**config.mk**
```make
export PLATFORM = sky130hd
export DESIGN_NAME = dsp48_preadder_sched_flat
export DESIGN_NICKNAME = d
export VERILOG_FILES = /design/src/rtl/dsp48_preadder_sched_if.sv /design/src/rtl/dsp48_preadder_sched.sv /design/src/flat_wrapper.sv
export SDC_FILE = /design/constraint.sdc
export NUM_CORES = 1
export LEC_CHECK = 0
export CAP_MARGIN = 20
export CORE_MARGIN = 1
export CORE_UTILIZATION = 44
export DETAILED_ROUTE_END_ITERATION = 8
export HOLD_SLACK_MARGIN = 0.08
export PLACE_DENSITY_LB_ADDON = 0.1
export SLEW_MARGIN = 10
export SYNTH_ARGS = -nofsm -noshare
export SYNTH_HDL_FRONTEND = slang
export SYNTH_SLANG_ARGS = --single-unit
```
**constraint.sdc**
```tcl
create_clock -name CLK -period 1.6 [get_ports CLK]
set_input_delay 0.32 -clock CLK [delete_from_list [all_inputs] [get_ports CLK]]
set_output_delay 0.32 -clock CLK [all_outputs]
set_load 0.02 [all_outputs]
```
**src/rtl/dsp48_preadder_sched_if.sv**
```systemverilog
// dsp48_preadder_sched_if: request, D-fetch and result signals of the pre-adder scheduler
interface dsp48_preadder_sched_if #(parameter int TAG_W = 4);
  logic             op_valid;
  logic             op_ready;
  logic [2:0]       op_code;
  logic             op_a1;
  logic [TAG_W-1:0] op_tag;
  logic             flush;
  logic             d_take;
  logic [TAG_W-1:0] d_tag;
  logic             res_valid;
  logic [TAG_W-1:0] res_tag;
  logic             op_err;
  modport master (
    output op_valid, op_code, op_a1, op_tag, flush,
    input  op_ready, d_take, d_tag, res_valid, res_tag, op_err
  );
  modport slave (
    input  op_valid, op_code, op_a1, op_tag, flush,
    output op_ready, d_take, d_tag, res_valid, res_tag, op_err
  );
endinterface

```
**src/rtl/dsp48_preadder_sched.sv**
```systemverilog
// dsp48_preadder_sched: issue scheduler driving INMODE, clock enables and resets of a DSP48E1 A/D pre-adder
module dsp48_preadder_sched #(
  parameter int    AREG      = 2,
  parameter int    DREG      = 1,
  parameter int    ADREG     = 1,
  parameter string USE_DPORT = "TRUE",
  parameter int    TAG_W     = 4
) (
  input  logic                  CLK,
  input  logic                  RSTN,
  dsp48_preadder_sched_if.slave bus,
  output logic [3:0]            INMODE,
  output logic                  CEA1,
  output logic                  CEA2,
  output logic                  CED,
  output logic                  CEAD,
  output logic                  RSTA,
  output logic                  RSTD
);
  localparam bit DP   = USE_DPORT == "TRUE";
  localparam int AD   = DP ? ADREG : 0;
  localparam int DOFF = DP ? DREG : 0;
  typedef enum logic [1:0] {INIT, RUN, FLUSH} state_t;
  typedef struct packed {
    logic             v;
    logic             d;
    logic [3:0]       im;
    logic [TAG_W-1:0] tag;
  } slot_t;
  state_t     state, state_nx;
  slot_t      slot_q [4];
  slot_t      eff [4];
  slot_t      new_s, res_q, res_now;
  logic [2:0] c;
  logic [1:0] la, lp;
  logic       illegal, run, take, err_q;
  // decode the request: cycles until its data reaches the pre-adder, its INMODE image, its legality
  always_comb begin
    c = bus.op_code;
    la = (AREG == 2 && bus.op_a1) ? 2'd1 : 2'(AREG);
    lp = (DP && 2'(DREG) > la) ? 2'(DREG) : la;
    illegal = c[2:1] == 2'b11 || (!DP && c inside {[3'd1:3'd4]});
    new_s = {1'b1, c inside {[3'd2:3'd4]}, c == 3'd1 || c == 3'd3, c inside {[3'd2:3'd4]}, c[2],
             AREG == 2 && bus.op_a1, bus.op_tag};
    run = state == RUN && !bus.flush;
    bus.op_ready = run && (illegal || !slot_q[lp].v);
    take = bus.op_valid && bus.op_ready && !illegal;
  end
  // slot k holds the op reaching the pre-adder k cycles from now, with this cycle's issue merged in
  always_comb begin
    for (int i = 0; i < 4; i++) eff[i] = slot_q[i].v ? slot_q[i] : (take && lp == 2'(i)) ? new_s : '0;
    res_now = AD == 1 ? res_q : eff[0];
    INMODE = run ? eff[0].im : 4'd0;
    bus.d_take = run && DP && eff[DOFF].d;
    bus.d_tag = bus.d_take ? eff[DOFF].tag : '0;
    bus.res_valid = run && res_now.v;
    bus.res_tag = bus.res_valid ? res_now.tag : '0;
    bus.op_err = err_q;
  end
  // advance the slot view one cycle; a flush or a non-RUN state drops everything in flight
  always_ff @(posedge CLK or negedge RSTN)
    if (!RSTN) begin
      for (int i = 0; i < 4; i++) slot_q[i] <= '0;
      res_q <= '0;
      err_q <= 1'b0;
    end else begin
      for (int i = 0; i < 3; i++) slot_q[i] <= run ? eff[i+1] : '0;
      slot_q[3] <= '0;
      res_q <= run ? eff[0] : '0;
      err_q <= bus.op_valid && bus.op_ready && illegal;
    end
  // state register
  always_ff @(posedge CLK or negedge RSTN)
    if (!RSTN) state <= INIT;
    else state <= state_nx;
  // INIT and FLUSH last one cycle with the slice input registers held in reset and clocks stopped
  always_comb begin
    state_nx = bus.flush ? FLUSH : RUN;
    RSTA = state != RUN;
    RSTD = state != RUN;
    {CEA1, CEA2, CED, CEAD} = {4{state == RUN}};
  end
endmodule

```
**src/flat_wrapper.sv**
```systemverilog
// flat-port wrapper written by rule: the top's interface ports become plain ports
module dsp48_preadder_sched_flat 
#(
  parameter int    AREG      = 2,
  parameter int    DREG      = 1,
  parameter int    ADREG     = 1,
  parameter string USE_DPORT = "    ",
  parameter int    TAG_W     = 4
)
  (CLK, RSTN, INMODE, CEA1, CEA2, CED, CEAD, RSTA, RSTD, bus_op_valid, bus_op_code, bus_op_a1, bus_op_tag, bus_flush, bus_op_ready, bus_d_take, bus_d_tag, bus_res_valid, bus_res_tag, bus_op_err);
  dsp48_preadder_sched_if #(.TAG_W(TAG_W)) bus_i ();
  input  logic CLK;
  input  logic RSTN;
  output logic [3:0] INMODE;
  output logic CEA1;
  output logic CEA2;
  output logic CED;
  output logic CEAD;
  output logic RSTA;
  output logic RSTD;
  input wire logic [$bits(bus_i.op_valid)-1:0] bus_op_valid;
  input wire logic [$bits(bus_i.op_code)-1:0] bus_op_code;
  input wire logic [$bits(bus_i.op_a1)-1:0] bus_op_a1;
  input wire logic [$bits(bus_i.op_tag)-1:0] bus_op_tag;
  input wire logic [$bits(bus_i.flush)-1:0] bus_flush;
  output wire logic [$bits(bus_i.op_ready)-1:0] bus_op_ready;
  output wire logic [$bits(bus_i.d_take)-1:0] bus_d_take;
  output wire logic [$bits(bus_i.d_tag)-1:0] bus_d_tag;
  output wire logic [$bits(bus_i.res_valid)-1:0] bus_res_valid;
  output wire logic [$bits(bus_i.res_tag)-1:0] bus_res_tag;
  output wire logic [$bits(bus_i.op_err)-1:0] bus_op_err;
  assign bus_i.op_valid = bus_op_valid;
  assign bus_i.op_code = bus_op_code;
  assign bus_i.op_a1 = bus_op_a1;
  assign bus_i.op_tag = bus_op_tag;
  assign bus_i.flush = bus_flush;
  assign bus_op_ready = bus_i.op_ready;
  assign bus_d_take = bus_i.d_take;
  assign bus_d_tag = bus_i.d_tag;
  assign bus_res_valid = bus_i.res_valid;
  assign bus_res_tag = bus_i.res_tag;
  assign bus_op_err = bus_i.op_err;
  dsp48_preadder_sched #(.AREG(AREG), .DREG(DREG), .ADREG(ADREG), .USE_DPORT(USE_DPORT), .TAG_W(TAG_W)) u_core (.CLK(CLK), .RSTN(RSTN), .bus(bus_i), .INMODE(INMODE), .CEA1(CEA1), .CEA2(CEA2), .CED(CED), .CEAD(CEAD), .RSTA(RSTA), .RSTD(RSTD));
endmodule
```
==> run summary <==
Maximum resistive drop on vdd = 0.505 mV
Number of max-cap violations = 0
Leading cell types in the layout, fill and taps excluded = 21 x dfrtp_1, 20 x buf_4, 17 x buf_6
Arrival time at the worst endpoint = 1.41 ns
Fraction of final layout cells with drive strength greater than 1 = 44.0%
PortBufs = 28
Met3 Track Usage GR = 3.74%
Root buffer cell = clkbuf_4
LEAKAGE = 0.766 nW
Number of pins exceeding their max-slew limit in the final report = 0
Total die area = 0.00244 sq mm
Antenna violations before repair = 0
Sum of negative setup slack = -1.31 ns
Crit-path slowest cell = dfrtp_1
Initial core utilization = 48.4%
Largest net degree at the start of global routing = 22
Crit. End Element = output port
Setup Viol. Count Final = 15
Part of the cycle the worst path needs = 108%
First-pass GRT wire length = 3310 microns
Count of buffer and inverter cells on the critical path = 2
Total congestion overflow after global routing = 0
Post-route worst setup slack = -0.135 ns
Placed wire-length estimate after detailed placement = 1370 microns
Number of inserted filler cells in the final layout = 161
Leading cell type in the layout, fill and taps excluded = dfrtp_1
Final-report hold violation count = 0
Router iterations before antenna repair = 4
Max incr delay on CP = 0.43 ns
Number of top-level design ports = 34
Post-route cell area = 0.00146 sq mm
Synthesis warning total = 0
GPL Wtd Cong = 0.734
Area of the core region = 0.00204 sq mm
Post-synthesis instance area = 988 sq um
Type of element launching the critical path = register
Number of nets in the final layout = 138
Global-route met1 utilization = 19.4%
# clock sinks = 21
Top Usage Layer GRT = met2
Placed Area = 0.00134 sq mm
Number of inserted diodes = 0
Worst-path cell chain = nor3b_4 -> buf_4 -> and3_4 -> buf_6
Clock buffer count from CTS = 3
Wirelength per Cell = 13.0 microns
Post-route minimum period = 1.73 ns
Clk buf depth = 2
Width of the die = 49.4 microns
Post-route DRC = 0
Peak fanout along the critical path = 5
Total wire length = 1970 microns
Final Skew = 0.00980 ns
Violated checks = negative setup slack
Clock H-tree levels = 1
Number of DRC violations after detailed-routing iteration 0 = 10
Die height = 49.4 microns
GR Util All Layers = 18.5%
Seq cells post-synth = 21
Worst min-delay path category = primary input to async pin
Unrepaired setup endpoints after global routing = true
Number of buffers inserted for hold repair after clock tree synthesis = 0
Row count = 16
CTS tree = done
Required @ worst endpoint = 1.28 ns
Share of synthesized area occupied by flip-flops and latches = 53.2%
Total Power Consumption = 961 uW
Cell area power density = 658 mW/mm^2
Layout overhead on the synthesized area = 47.6%
Worst-Skew Late Latency = 0.30 ns
Mean instance size in the synthesized netlist = 12.8 sq um
Critical path class = register to output port
Result of the run = finished, violations left
Total number of vias = 748
GR Layer Usage met2 = 34.0%
Clk pin slew, worst setup/hold paths = 0.11 ns
Syn Inst Count = 77
Achievable frequency = 0.577 GHz
Vias in the first global route = 755
Post-synth cell types = 23
Count of antenna-violating nets left after detailed routing = 0
Delay-heaviest family, CP = flip-flops
Detailed-route vias per instance = 4.92
Minimum setup slack among reg-to-reg paths = 0 ns
[synth_stat cells]
library cell | number | area, sq um
and2_1 | 6 | 37.5
nor3_1 | 1 | 5.00
xor2_2 | 1 | 16.3
nor3b_2 | 1 | 12.5
conb_1 | 1 | 3.75
and3_1 | 11 | 68.8
o21a_1 | 2 | 15.0
buf_6 | 1 | 11.3
nand2_1 | 1 | 3.75
and3_2 | 4 | 30.0
nor4b_2 | 1 | 15.0
inv_1 | 3 | 11.3
clkbuf_1 | 1 | 3.75
nor2_1 | 1 | 3.75
buf_8 | 1 | 15.0
dfrtp_1 | 21 | 526
a311oi_2 | 1 | 15.0
nor4_4 | 2 | 42.5
nand4bb_4 | 1 | 27.5
a31o_1 | 5 | 43.8
or2b_1 | 1 | 7.51
nor2_2 | 1 | 6.26
buf_4 | 9 | 67.6
[sequential cells by signal, indices dropped and copies added (netlist names)]
signal and cells:
u_core.bus.op_err 1, u_core.slot_q 18, u_core.state 2
[cell type report]
cell class	count	area (sq um)	share of cell area [%]
repair buffers	49	460	31.6
clock buffers	4	26.3	1.80
well taps	27	33.8	2.32
inverters	3	16.3	1.11
multi-input cells	48	397	27.2
flip-flops and latches	21	526	36.0
[routing by layer]
layer  up-vias  part of all wire (%)
met5         -                     0
met4         0                   3.5
met3         8                   4.5
met2        31                    56
met1       364                    36
li1        345                     -
[path summary, 6_finish.rpt]
check | from | to | depth (start not counted)
worst max-delay path | u_core.state[1]$_DFF_PN0_ | INMODE[0] | 4
worst min-delay path | RSTN | u_core.slot_q[31]$_DFF_PN0_ | 2
worst max register to register | u_core.state[0]$_DFF_PN0_ | u_core.slot_q[35]$_DFF_PN0_ | 7
worst min register to register | u_core.slot_q[26]$_DFF_PN0_ | u_core.slot_q[36]$_DFF_PN0_ | 1
max in group asynchronous | RSTN | u_core.slot_q[36]$_DFF_PN0_ | 2
min in group CLK | bus_flush | u_core.state[1]$_DFF_PN0_ | 2
[worst reg2reg max path, cell delays in order (launching register included)]
cell     delay [ns]
dfrtp_1        0.41
nor3b_4        0.16
buf_4          0.15
buf_4          0.13
buf_4          0.13
buf_6          0.13
and3_2         0.20
a31o_1         0.18
[stage by stage]
step	setup WS (ns)	std cells	utilization (%)	hold slack, ns
floorplan	0.0951	84	-	0.0244
global placement	-0.663	142	65.8	0.463
detailed placement	-0.707	142	65.8	0.474
CTS	-0.147	150	69.1	0.341
global route	-0.214	152	71.4	0.371
finish	-0.135	152	71.4	0.339
[power breakdown]
| part | internal (mW) | switching [mW] | total (mW) |
|---|---|---|---|
| Sequential | 0.539 | 0.00420 | 0.543 |
| Combinational | 0.0857 | 0.0856 | 0.171 |
| Clock | 0.0971 | 0.149 | 0.246 |
[logic make-up (layout without fill, tap and decap cells)]
| family | count (synthesis) | in the layout | share of synthesized area, % |
|---|---|---|---|
| xor gates and xnor gates | 1 | 1 | 1.65 |
| and+or+nand+nor | 31 | 31 | 26.3 |
| AOI/OAI and AO/OA | 8 | 8 | 7.47 |
| buffers and inverters | 15 | 56 | 11.0 |
| DFF | 21 | 21 | 53.2 |
| other | 1 | 8 | 0.379 |
[timing repair]
item                       CTS  global route
resized for setup          100             8
setup buffers                3             2
setup endpoints to repair   16            17
gates cloned                 1             0
pin swaps                    4             1
No activity file was read; power rests on OpenSTA's default activity.
